===== config.mk =====
export PLATFORM = sky130hd
export DESIGN_NAME = tx_iq_axis_buffer
export DESIGN_NICKNAME = d
export VERILOG_FILES = /design/src/rtl/tx_iq_axis_buffer.sv
export SDC_FILE = /design/constraint.sdc
export NUM_CORES = 2
export LEC_CHECK = 0
export CAP_MARGIN = 20
export CORE_MARGIN = 3
export CORE_UTILIZATION = 55
export CTS_CLUSTER_SIZE = 30
export DETAILED_ROUTE_END_ITERATION = 12
export PLACE_DENSITY_LB_ADDON = 0.25
export RECOVER_POWER = 25
export REMOVE_ABC_BUFFERS = 1
export SLEW_MARGIN = 20
export SYNTH_ARGS = -nofsm -noshare
export SYNTH_HDL_FRONTEND = slang
export SYNTH_SLANG_ARGS = --single-unit
export TNS_END_PERCENT = 50

===== constraint.sdc =====
create_clock -name clk -period 6.66 [get_ports clk]
set_clock_uncertainty 0.1 [all_clocks]
set_input_delay 0.999 -clock clk [delete_from_list [all_inputs] [get_ports clk]]
set_output_delay 0.999 -clock clk [all_outputs]
set_load 0.1 [all_outputs]

===== src/rtl/tx_iq_axis_buffer.sv =====
// Elastic I/Q output buffer: one write port from TX_phy, two independently
// drained AXI-Stream read ports, with start-level priming and event counters.
module tx_iq_axis_buffer #(
   parameter int DAT_W        = 16,
   parameter int ADDR_W       = 6,
   parameter int START_LEVEL  = 32,
   parameter int AFULL_MARGIN = 4,
   parameter int CNT_W        = 16
) (
   input  logic             clk,
   input  logic             rst,
   input  logic             ival,
   input  logic [DAT_W-1:0] idat_i,
   input  logic [DAT_W-1:0] idat_q,
   output logic             ordy,
   output logic [DAT_W-1:0] tx_i_axis_tdata,
   output logic             tx_i_axis_tvalid,
   input  logic             tx_i_axis_tready,
   output logic [DAT_W-1:0] tx_q_axis_tdata,
   output logic             tx_q_axis_tvalid,
   input  logic             tx_q_axis_tready,
   output logic             streaming,
   output logic [CNT_W-1:0] overflow_cnt,
   output logic [CNT_W-1:0] underrun_cnt
);

   localparam int DEPTH = 1 << ADDR_W;
   localparam logic [ADDR_W:0] DEPTH_L = (ADDR_W+1)'(DEPTH);
   localparam logic [ADDR_W:0] AFULL_L = (ADDR_W+1)'(DEPTH - AFULL_MARGIN);
   localparam logic [ADDR_W:0] START_L = (ADDR_W+1)'(START_LEVEL);
   localparam logic [ADDR_W:0] PTR_ONE = (ADDR_W+1)'(1);
   localparam logic [CNT_W-1:0] CNT_ONE = CNT_W'(1);

   typedef enum logic {S_FILL, S_STREAM} state_t;

   state_t           state_q, state_d;
   logic [ADDR_W:0]  wp_q, wp_d;
   logic [ADDR_W:0]  rp_i_q, rp_i_d;
   logic [ADDR_W:0]  rp_q_q, rp_q_d;
   logic [CNT_W-1:0] ovf_q, ovf_d;
   logic [CNT_W-1:0] unr_q, unr_d;
   logic [2*DAT_W-1:0] mem_q [DEPTH];

   logic [ADDR_W:0] level_i, level_q, level_max;
   logic            wr_en, xfer_i, xfer_q, starved;

   always_comb begin
      level_i   = wp_q - rp_i_q;
      level_q   = wp_q - rp_q_q;
      level_max = (level_i > level_q) ? level_i : level_q;

      // Write admission looks only at registered levels, so a same-cycle read
      // never makes room for an extra sample.
      wr_en = ival && (level_max < DEPTH_L);
      ordy  = (level_max < AFULL_L);

      streaming        = (state_q == S_STREAM);
      tx_i_axis_tvalid = streaming && (level_i != '0);
      tx_q_axis_tvalid = streaming && (level_q != '0);
      tx_i_axis_tdata  = mem_q[rp_i_q[ADDR_W-1:0]][2*DAT_W-1:DAT_W];
      tx_q_axis_tdata  = mem_q[rp_q_q[ADDR_W-1:0]][DAT_W-1:0];

      xfer_i  = tx_i_axis_tvalid && tx_i_axis_tready;
      xfer_q  = tx_q_axis_tvalid && tx_q_axis_tready;
      starved = streaming && ((tx_i_axis_tready && (level_i == '0)) ||
                              (tx_q_axis_tready && (level_q == '0)));

      overflow_cnt = ovf_q;
      underrun_cnt = unr_q;
   end

   always_comb begin
      wp_d    = wp_q;
      rp_i_d  = rp_i_q;
      rp_q_d  = rp_q_q;
      ovf_d   = ovf_q;
      unr_d   = unr_q;
      state_d = state_q;

      if (wr_en) wp_d = wp_q + PTR_ONE;
      if (xfer_i) rp_i_d = rp_i_q + PTR_ONE;
      if (xfer_q) rp_q_d = rp_q_q + PTR_ONE;
      if (ival && !wr_en && (ovf_q != '1)) ovf_d = ovf_q + CNT_ONE;
      if (starved && (unr_q != '1)) unr_d = unr_q + CNT_ONE;

      case (state_q)
         S_FILL:   if (level_i >= START_L) state_d = S_STREAM;
         // Both channels must be empty, so a valid beat is never withdrawn.
         S_STREAM: if ((level_i == '0) && (level_q == '0)) state_d = S_FILL;
         default:  state_d = S_FILL;
      endcase
   end

   always_ff @(posedge clk) begin
      if (rst) begin
         state_q <= S_FILL;
         wp_q    <= '0;
         rp_i_q  <= '0;
         rp_q_q  <= '0;
         ovf_q   <= '0;
         unr_q   <= '0;
      end else begin
         state_q <= state_d;
         wp_q    <= wp_d;
         rp_i_q  <= rp_i_d;
         rp_q_q  <= rp_q_d;
         ovf_q   <= ovf_d;
         unr_q   <= unr_d;
      end
   end

   // Storage is left unreset; stale entries are never exposed with tvalid high.
   always_ff @(posedge clk) begin
      if (wr_en && !rst) mem_q[wp_q[ADDR_W-1:0]] <= {idat_i, idat_q};
   end

endmodule


==> run_results.csv <==
group,metric,value,unit
setup_path,cp_max_fo,33,
sta,tns,0,ns
synthesis,yosys_warnings,0,
sta,rsz0062_at_grt,"false",
synthesis,ys_ff_latch,2114,
drt,drtPass1Iterations,7,
sta,hold_viol,0,
global_route,groute.usage.overall,0.2647,
final_layout,final_cell_mix,"edfxtp_1 (2048), mux4_2 (672), clkbuf_16 (204)",
setup_path,worst-r2r-cell-count,12,
setup_path,path_common_cell,"mux4_2",
synthesis,synth_area,0.08161,mm²
global_route,antenna_found_initial,8,
setup_path,worst-endpoint-arrival,4.91,ns
power_and_ir_drop,power.switching,6388,µW
sta,finalSetupViolCount,0,
power_and_ir_drop,clockPowerShare,0.388,
floorplanning,die_h,391.2,µm
floorplanning,core,0.1464,mm²
drt,post_drt_wl_per_cell,34.23,µm
job,drv_cap,22,
power_and_ir_drop,p_seq_frac,0.518,
min_path,min_to,"underrun_cnt[11]",
sta,min_period_over_period,0.9025,
setup_path,start_kind,"register",
synthesis,synth_flop_cell,"edfxtp_1",
cts,cts.sinks,2114,
cts,cts_buffer_depth,3,
sta,fin_crit,6.010,ns
drt,drtAntennaViolNets,0,
cts,cts_tree,"built",
synthesis,synthArstFlopShare,0,
global_route,grt_pass1_wl,285900,µm
final_layout,layout-drive-gt1-share,0.3153,
sta,tightest_slew,2.937,ns
synthesis,synth-edff-count,2048,
min_path,hold_path.class,"reg -> reg",
global_route,grt_overflow_total,0,
setup_path,required,5.56,ns
setup_path,r2r-end,"mem_q[2][11]",
power_and_ir_drop,switching_share,0.2247,
setup_path,slowest_stage,"clkdlybuf4s50_1",
floorplanning,initial_core_util,0.5573,
synthesis,synthDistinctLibCells,59,
synthesis,ys_seq_area_frac,0.7698,
sta,slew_headroom,-0.9577,
outcome,violations,"max-capacitance violations, max-slew violations",
setup_path,crit_chain,"buf_4, mux4_2, mux4_2, mux4_2, clkdlybuf4s50_1",
placement,place_congestion,0.8316,
cts,cts_buffers,198,
final_layout,utilization,0.6293,
setup_path,critPathMaxStageDelay,1.01,ns
floorplanning,die_w,391.2,µm
drt,drt_iter0_markers,5142,
power_and_ir_drop,p_int,22040,µW
floorplanning,core.rowCount,140,
final_layout,syn2layout_area_growth,12.92,%
setup_path,r2r-start,"wp_q[0]",
cts,clkLatencyLatePin,0.81,ns
placement,numPortBuffers,104,
drt,via_per_inst,6.662,
drt,totalWireLength,197000,µm
drt,dr_total_vias,38349,
setup_path,r2r_slack,1.13,ns
power_and_ir_drop,vdd_drop_max,227.2,µV
setup_path,setup.worst_path.end_class,"output port",
cts,cts_resized,0,
final_layout,final_common_cell,"edfxtp_1",
global_route,grt_max_degree,92,
cts,ctsHoldBuffers,0,
cts,clkTransAtPathRegs,0.06,ns
setup_path,crit_type,"reg -> out",
final_layout,nNetsFinal,3731,
cts,root_buffer,"clkbuf_16",
min_path,min_path_cells,2,
power_and_ir_drop,power_density,308.5,mW/mm²
min_path,hp-start,"underrun_cnt[11]",
floorplanning,dieArea,0.1530,mm²
floorplanning,io_pins,105,
power_and_ir_drop,p_leak,0.02744,µW
power_and_ir_drop,p_comb_frac,0.094,
drt,drc,0,
cts,h-tree-depth,4,
synthesis,syn_inst,3406,
outcome,outcome,"finished, violations left",
sta,whs,0.4233,ns
cts,cts_setup_buffers,0,
synthesis,postSynthAreaPerCell,23.96,µm²
sta,slew_violations,1382,
placement,dpl.hpwl,110200,µm
global_route,grt_pass1_vias,39216,
sta,fmax,0.1664,GHz
==> through the flow <==
stage / power (µW) / area, µm² / setup WS, ns / instances
finish: 28430 / 92150 / 0.6495 / 5756
global route: 29250 / 92150 / 0.4410 / 5755
detailed placement: 17680 / 85820 / 1.191 / 5385
global placement: 17610 / 85750 / 1.356 / 5382
floorplan: 17360 / 80780 / -6.758 / 3232
CTS: 28590 / 92150 / 0.4914 / 5752
==> sequential cells by signal (all words and copies together), names as in the netlist, named ones only <==
register	count
wp_q	7
underrun_cnt	16
streaming	1
rp_i_q	7
mem_q	2048
overflow_cnt	16
rp_q_q	7
==> how the worst max path moves through the flow <==
| stage | startpoint | end | slack (ns) |
|---|---|---|---|
| after floorplan | register | tx_i_axis_tdata[0] | -6.76 |
| after global placement | wp_q[0] | mem_q[2][11] | 1.36 |
| after detailed placement | wp_q[0] | mem_q[2][7] | 1.19 |
| after CTS | register | tx_i_axis_tdata[0] | 0.49 |
| after global routing | register | tx_i_axis_tdata[0] | 0.44 |
| final | register | tx_i_axis_tdata[0] | 0.65 |
==> critical path: cells and delay by family (launching register included) <==
kind | cells | cell delay [ns]
flops | 1 | 0.87
buf+inv | 2 | 1.53
mux | 3 | 1.67
==> cell families (layout without fill, tap and decap cells) <==
logic type               count (synthesis)  count (layout)  share of synthesized area
flip-flops                            2114            2114                     0.7698
multiplexers                           689             689                     0.1880
AND/OR/NAND/NOR                        286             286                    0.01783
buffers and inverters                  200             632                    0.01135
AO/OA/AOI/OAI                           56              56                   0.005244
XOR/XNOR                                37              37                   0.003971
adder cells (fa/ha/maj)                 24              24                   0.003833
other                                    0               1                          0
==> area by class of cell <==
| type | count | area, µm² |
|---|---|---|
| Antenna cell | 1 | 2.502 |
| Tap cell | 1917 | 2399 |
| Sequential cell | 2114 | 62850 |
| Fill cell | 9479 | 54290 |
| Inverter | 26 | 97.59 |
| Clock inverter | 111 | 997.2 |
| Multi-Input combinational cell | 1092 | 18340 |
| Clock buffer | 256 | 5340 |
| Timing Repair Buffer | 239 | 2121 |
==> synthesized netlist by cell type, types with 6 or more instances <==
cell type     n  area share
clkbuf_1     79      0.0036
nor4_1        6     0.00046
mux2_2        9      0.0012
nand4_1      16      0.0012
ha_1         21      0.0032
mux4_2      672        0.19
and3_1        6     0.00046
nor2_1      133      0.0061
nand2_1      28      0.0013
xor2_1       10      0.0011
dfxtp_1      66       0.016
edfxtp_1   2048        0.75
buf_2        23      0.0014
nand3_1      23      0.0014
a21oi_1      21      0.0013
nor3_1       16     0.00098
buf_4        29      0.0027
inv_1        26      0.0012
nand2b_1      7     0.00054
xnor2_1      27      0.0029
buf_1        38      0.0017
nor2b_1      14      0.0011
a211oi_1      7     0.00064
==> power groups by stage <==
| stage | sequential [µW] | combinational, µW | clock [µW] |
|---|---|---|---|
| after floorplan | 15300 | 2090 | 0 |
| after global placement | 15000 | 2610 | 0 |
| after detailed placement | 15000 | 2670 | 0 |
| after CTS | 14700 | 2690 | 11200 |
| after global routing | 14700 | 2820 | 11700 |
| final | 14700 | 2660 | 11000 |
==> layer usage <==
layer,vias to the layer above,share of wire,GRT usage
met2,2116,0.50,0.4234
met3,311,0.092,0.04672
li1,15190,-,-
met1,20728,0.39,0.3856
met4,4,0.025,0.06964
met5,-,0.00016,0
(Power assumes the default switching activity.)
